==> src/rtl/load_store_unit.sv <==
// Load/store unit: turns pipeline memory requests into word-wide memory accesses.
// Sub-word stores are done as a read-modify-write of the containing word.
module load_store_unit #(
    parameter int unsigned MEM_SIZE = 4096
) (
    input  logic        clk,
    input  logic        reset,
    input  logic        req_valid,
    output logic        req_ready,
    input  logic        req_we,
    input  logic [1:0]  req_size,
    input  logic        req_signed,
    input  logic [31:0] req_addr,
    input  logic [31:0] req_wdata,
    output logic        resp_valid,
    output logic [31:0] resp_rdata,
    output logic        resp_fault,
    output logic        mem_write_en,
    output logic [31:0] mem_write_addr,
    output logic [31:0] mem_write_data,
    output logic [31:0] mem_read_addr,
    input  logic [31:0] mem_read_data
);

    localparam logic [31:0] MEM_LIMIT = 32'(MEM_SIZE);
    localparam logic [1:0]  SIZE_BYTE = 2'b00;
    localparam logic [1:0]  SIZE_HALF = 2'b01;
    localparam logic [1:0]  SIZE_WORD = 2'b10;

    typedef enum logic [2:0] {
        IDLE,
        STORE,
        READ,
        LOAD_DATA,
        RMW_READ,
        RMW_MERGE
    } state_t;

    state_t      state;
    logic [31:0] cap_addr;
    logic [31:0] cap_wdata;
    logic [1:0]  cap_size;
    logic        cap_signed;
    logic        cap_we;

    logic        fault_c;
    logic [31:0] load_c;
    logic [31:0] merge_c;
    logic [7:0]  lane_byte;
    logic [15:0] lane_half;

    // Request legality: illegal size, misalignment or out-of-range address
    always_comb begin
        fault_c = 1'b0;
        case (req_size)
            SIZE_HALF: fault_c = req_addr[0];
            SIZE_WORD: fault_c = (req_addr[1:0] != 2'b00);
            SIZE_BYTE: fault_c = 1'b0;
            default:   fault_c = 1'b1;
        endcase
        if (req_addr >= MEM_LIMIT) begin
            fault_c = 1'b1;
        end
    end

    // Little-endian lane extraction and extension for loads
    always_comb begin
        lane_byte = mem_read_data[{cap_addr[1:0], 3'b000} +: 8];
        lane_half = mem_read_data[{cap_addr[1], 4'b0000} +: 16];
        case (cap_size)
            SIZE_BYTE: load_c = {{24{cap_signed & lane_byte[7]}}, lane_byte};
            SIZE_HALF: load_c = {{16{cap_signed & lane_half[15]}}, lane_half};
            default:   load_c = mem_read_data;
        endcase
    end

    // Replace the addressed lane of the fetched word with the store data
    always_comb begin
        merge_c = mem_read_data;
        if (cap_size == SIZE_BYTE) begin
            merge_c[{cap_addr[1:0], 3'b000} +: 8] = cap_wdata[7:0];
        end else begin
            merge_c[{cap_addr[1], 4'b0000} +: 16] = cap_wdata[15:0];
        end
    end

    assign req_ready      = (state == IDLE);
    assign mem_read_addr  = {cap_addr[31:2], 2'b00};
    assign mem_write_addr = {cap_addr[31:2], 2'b00};
    assign mem_write_data = (state == RMW_MERGE) ? merge_c : cap_wdata;
    // Gated by reset so an abandoned operation can never write
    assign mem_write_en   = !reset && cap_we && ((state == STORE) || (state == RMW_MERGE));

    always_ff @(posedge clk) begin
        if (reset) begin
            state      <= IDLE;
            resp_valid <= 1'b0;
            resp_rdata <= 32'h0;
            resp_fault <= 1'b0;
            cap_addr   <= 32'h0;
            cap_wdata  <= 32'h0;
            cap_size   <= 2'b00;
            cap_signed <= 1'b0;
            cap_we     <= 1'b0;
        end else begin
            resp_valid <= 1'b0;
            resp_fault <= 1'b0;
            case (state)
                IDLE: begin
                    if (req_valid) begin
                        cap_addr   <= req_addr;
                        cap_wdata  <= req_wdata;
                        cap_size   <= req_size;
                        cap_signed <= req_signed;
                        cap_we     <= req_we;
                        if (fault_c) begin
                            resp_valid <= 1'b1;
                            resp_fault <= 1'b1;
                            resp_rdata <= 32'h0;
                        end else if (!req_we) begin
                            state <= READ;
                        end else if (req_size == SIZE_WORD) begin
                            state <= STORE;
                        end else begin
                            state <= RMW_READ;
                        end
                    end
                end
                STORE, RMW_MERGE: begin
                    resp_valid <= 1'b1;
                    resp_rdata <= 32'h0;
                    state      <= IDLE;
                end
                READ:     state <= LOAD_DATA;
                RMW_READ: state <= RMW_MERGE;
                LOAD_DATA: begin
                    resp_valid <= 1'b1;
                    resp_rdata <= load_c;
                    state      <= IDLE;
                end
                default: state <= IDLE;
            endcase
        end
    end

endmodule

==> config.mk <==
export PLATFORM = sky130hd
export DESIGN_NAME = load_store_unit
export DESIGN_NICKNAME = d
export VERILOG_FILES = /design/src/rtl/load_store_unit.sv
export SDC_FILE = /design/constraint.sdc
export NUM_CORES = 1
export LEC_CHECK = 0
export CORE_MARGIN = 3
export CORE_UTILIZATION = 35
export DETAILED_ROUTE_END_ITERATION = 12
export MAX_ROUTING_LAYER = met4
export PLACE_DENSITY_LB_ADDON = 0.25
export SYNTH_ARGS = -nofsm -noshare
export SYNTH_HDL_FRONTEND = slang
export SYNTH_SLANG_ARGS = --single-unit
==> constraint.sdc <==
create_clock -name clk -period 2.8 [get_ports clk]
set_input_delay 0.56 -clock clk [delete_from_list [all_inputs] [get_ports clk]]
set_output_delay 0.56 -clock clk [all_outputs]
set_load 0.01 [all_outputs]
======== Word level (Yosys, flattened, before mapping) ========
Cells that the tools add are included.
word-level totals
  flip-flop bits (word level) ............. 105
  input port bits ......................... 103
  output and inout port bits .............. 132
  logic and storage cells ................. 65
cells by class
  add/sub/neg operators ................... 2
  order comparisons ....................... 1
  equal/unequal tests ..................... 11
  shift operators ......................... 6
  multiplexer cells ....................... 18
  bitwise logic cells ..................... 3
  reductions and logical operators ........ 15
operators by type and width
  cell                       number
  $mux W32                   4
  $pmux W32 S3               1
  $bwmux W32                 2
  $pmux W32 S2               1
  $ge A32 B13 Y1 const B     1
  $shift A16 B7 Y32 const A  1
  $shift A8 B7 Y32 const A   1
  $shiftx A16 B7 Y32         1
  $shiftx A32 B6 Y16         1
  $shiftx A32 B6 Y8          1
  $shiftx A8 B7 Y32          1
  $neg A5 Y7                 2
  $mux W3                    4
  $pmux W3 S3                1
  $eq A3 B2 Y1 const B       2
  $eq A3 B3 Y1 const B       2
  $eq A2 B1 Y1 const B       2
  $logic_not A2 Y1           2
  $ne A2 B2 Y1 const B       2
  $reduce_and A2 Y1          2
  $reduce_or A2 Y1           2
  $eq A3 B1 Y1 const B       1
  $logic_not A3 Y1           1
  $mux W1                    3
  other kinds (13)           15

======== Longest topological paths before layout ========
Gate-level depths: netlist of the first run.
  depth after elaboration ................. 6
  depth in mapped cells ................... 8
  gate-level depth less buffers ........... 6

======== Worst setup path before layout of the first run ========
OpenSTA, ideal clock, no wires.
  kind .................................... register -> output
  from .................................... register cap_addr[0]
  to ...................................... output mem_write_data[30]
  arrival ................................. 1,893 ps
  data required time ...................... 2,240 ps
  path slack .............................. 347 ps
  cell stages (with the launch flop) ...... 9
  buffers on the path ..................... 2
  cell sequence ........................... dfxtp_1 -> buf_2 -> inv_1 -> ha_1 -> nor4bb_1 -> buf_1 -> a22o_1 -> a21oi_1 -> o21ai_0
between the ends
  longest elaborated chain between the ends .. 5
  elaborated cells between the ends (all ways) .. 6
  classes of those cells .................. 1 x add/sub; 2 x shift; 3 x mux
ends and longest elaborated chain
  element                                                RTL line  RTL
  start, declared                                        40        logic [31:0] cap_addr;
  start signal, assigned                                 111       cap_addr <= req_addr;
  $neg A5 Y7 (*)                                         81        merge_c[{cap_addr[1:0], 3'b000} +: 8] = cap_wdata[7:0];
  $shiftx A8 B7 Y32 or $shift A8 B7 Y32 (tied branches)  81
  $bwmux W32 (*)                                         81
  $mux W32 (*)                                           80        if (cap_size == SIZE_BYTE) begin
  $mux W32 (*)                                           90        assign mem_write_data = (state == RMW_MERGE) ? merge_c : cap_wdata;
  end, declared                                          20        output logic [31:0] mem_write_data,
Every way passes the cells marked *; elsewhere a longest branch is shown, timed or not.

======== Final worst setup path of the first run ========
  from .................................... register cap_addr[1]
  to ...................................... output mem_write_data[4]
between the ends
  longest elaborated chain between the ends .. 5
  elaborated cells between the ends (all ways) .. 10
  classes of those cells .................. 2 x add/sub; 4 x shift; 4 x mux
ends and longest elaborated chain
  element                                     RTL line  RTL
  $neg A5 Y7 (on tied branches)               83, 81
  $shiftx A16 B7 Y32 (tied with other cells)  83        merge_c[{cap_addr[1], 4'b0000} +: 16] = cap_wdata[15:0];
  $bwmux W32 (on tied branches)               83, 81
  $mux W32 (*)                                80
  $mux W32 (*)                                90
Marks and branches as above.

==> results of run 1 <==
-- cells by family after synthesis --
logic type	count (synthesis)	share of synthesized area, %
compound gates	214	23.3
fa+ha+maj	5	1.11
buf+inv	128	13.5
flops	105	37.4
mux	20	3.78
other cells	1	0.0667
simple gates	256	20.9
-- routing by layer --
metal	global-route usage [%]	routed length [µm]
met1	30.8	9140
met2	31.2	8460
met3	4.56	1770
met4	6.24	340
met5	-	0
-- placed cells by master, fill, tap and decap left out, types with 6 or more instances in the layout --
cell type	netlist	layout
o22ai_1	40	40
a21oi_1	82	81
buf_4	64	44
nand3b_1	33	33
nor4_1	7	7
clkbuf_16	0	9
a22oi_2	0	6
dlygate4sd2_1	0	10
nand2_1	166	165
a22oi_1	16	10
dfxtp_1	105	101
o21ai_0	39	29
mux2i_1	19	19
dlymetal6s2s_1	0	6
clkdlybuf4s50_1	0	205
a22o_1	18	18
nor2_1	32	31
o21ai_1	0	10
-- registers in the layout, summed over array words and instances, names as in the netlist --
register	count
cap_addr	32
cap_signed	1
cap_size	2
cap_wdata	32
cap_we	1
resp_fault	1
resp_rdata	32
resp_valid	1
state	3
-- synthesized netlist by cell type (4+ instances only) --
master / number / area [µm²]
nor3_1: 4 / 20.0
clkbuf_1: 38 / 143
o22ai_1: 40 / 250
o21ai_0: 39 / 195
nand2_1: 166 / 623
a22oi_1: 16 / 120
buf_4: 64 / 480
buf_2: 14 / 70.1
ha_1: 5 / 62.6
inv_1: 7 / 26.3
nand3b_1: 33 / 248
nor2_1: 32 / 120
mux2i_1: 19 / 190
dfxtp_1: 105 / 2100
a22o_1: 18 / 158
a21oi_1: 82 / 410
nor4_1: 7 / 43.8
-- layout make-up --
| class | instances | share of cell area [%] |
|---|---|---|
| Clock buffer | 9 | 2.72 |
| Clock inverter | 7 | 1.50 |
| Tap cell | 211 | 3.19 |
| Sequential cell | 105 | 25.4 |
| Timing Repair Buffer | 280 | 32.4 |
| Multi-Input combinational cell | 499 | 34.4 |
| Inverter | 8 | 0.363 |
-- where the power goes --
group | internal [mW] | switching, mW
Combinational | 0.390 | 0.349
Sequential | 1.55 | 0.0500
Clock | 0.887 | 0.619
-- repair_timing --
| item | 4_1_cts | 5_1_grt |
|---|---|---|
| hold endpoints to repair | 0 | 0 |
| pin swaps | 3 | 2 |
| setup buffers | 8 | 2 |
| cloned | 1 | 0 |
| setup endpoints to repair | 32 | 27 |
| gates resized for setup | 52 | 30 |
-- path summary, 6_finish.rpt --
kind | cells after the start | to | slack, ns | from
max | 7 | mem_write_data[4] | 0.05 | cap_addr[1]$_SDFFE_PP0P_
min | 2 | cap_wdata[24]$_SDFFE_PP0P_ | 0.46 | cap_wdata[24]$_SDFFE_PP0P_
max reg2reg | 7 | resp_rdata[18]$_SDFFE_PP0P_ | 0.85 | cap_addr[1]$_SDFFE_PP0P_
min reg2reg | 2 | cap_wdata[24]$_SDFFE_PP0P_ | 0.46 | cap_wdata[24]$_SDFFE_PP0P_
-- critical path: cells and delay by family (launching register included) --
family                 cells  cell delay [ns]
flip-flops                 1             0.35
buffers and inverters      4             1.04
AO/OA/AOI/OAI              3             0.44
==> out/qor.txt, run 1 <==
outcome - complete, no violations
CP max stage cell - clkdlybuf4s50_1
share of cells above drive strength 1 - 11.2%
first-pass GRT wire length - 29,800 µm
worst-path cell chain - buf_6, buf_8, o21bai_2, a21oi_1, buf_4, a22o_1, clkdlybuf4s50_1
Overall Power - 3.84 mW
Tcrit/Tclk final - 98.1%
Routed WL per cell - 17.6 µm
Worst Hold Class - flop to flop
initial antenna violation count - 0
CP required - 2.24 ns
worst relative slew slack - 47.6%
GRT Util Overall - 21.7%
IO Count - 235
number of synthesized flops with an enable pin - 0
dpl hpwl - 14,100 µm
#FFs+latches synth - 105
Max VDD drop - 0.313 mV
Worst setup SP type - flop
Chip Width - 133 µm
final worst slack - 0.0542 ns
Post-CTS Hold Fix Bufs - 0
initial core utilization - 36.3%
footprint of the multi-input gates - 2850 µm²
Via density - 5.22
GP Congestion - 0.943
Syn. warnings - 0
Avg Cell Area, Syn - 7.72 µm²
TritonRoute pass-1 iters - 5
placed cell count - 1,092
asr flop ratio synth - 0%
Routed Wire Length - 19,700 µm
Clock Sinks - 105
leakage - 3.18 nW
Clock Skew - 0.0106 ns
Core Footprint - 15,500 µm²
largest net degree at the start of global routing - 80
# port buffers - 230
Final Hold Vio Count - 0
diodes inserted - 0
number of max-cap violations - 0
fill cell count - 1,514
CP max stage delay - 0.55 ns
Critical Path AT - 2.19 ns
clk root buf - clkbuf_16
post-route setup TNS - 0 ns
Reg clk slew, reported paths - 0.07 ns
worst setup path class - flop to output port
Vias - 5,840
clk buf depth - 2
area growth from synthesis to layout - 47.2%
Mapped Cells - 729
vias in the first global route - 5,442
Yosys cell types - 47
FF+latch area - 2110 µm²
Max FO, Critical Path - 18
Critical Path End Type - output port
total CTS buffers - 9
Top FF cell, synth - dfxtp_1
grt total ovfl - 0
sequential area share after synthesis - 37.4%
clk_lat worst skew - 0.35 ns
CTS HTree Levels - 3
Final Hold Slack - 0.458 ns
RSZ-0062 raised after global routing - yes
# rows - 45
max-slew violation count - 0
CTS tree - built
Tightest Pin Transition - 0.786 ns
DP Worst Slack - 0.0320 ns
fmax - 364 MHz
Final min period - 2.75 ns
final net count - 1,011
total die area - 17,600 µm²
Cell Area, Synth - 5630 µm²
final setup violation count - 0
pwr dens - 464 nW/µm²
placed cell area - 7790 µm²
Initial DRC Count - 564
Util after Layout - 53.5%
# DRC - 0
Design Area, Final - 8280 µm²
Post-Layout Cell Count - 1,119
remaining antenna violation count - 0
chip height - 133 µm
No activity file was read; power rests on OpenSTA's default activity.
==> run 2: changes to the inputs <==
--- a/config.mk
+++ b/config.mk
@@ -10,6 +10,7 @@
 export DETAILED_ROUTE_END_ITERATION = 12
 export MAX_ROUTING_LAYER = met4
 export PLACE_DENSITY_LB_ADDON = 0.25
+export SLEW_MARGIN = 20
 export SYNTH_ARGS = -nofsm -noshare
 export SYNTH_HDL_FRONTEND = slang
 export SYNTH_SLANG_ARGS = --single-unit
==> results of run 2 <==
No change in the layout: final DEF, timing and power equal those of run 1.
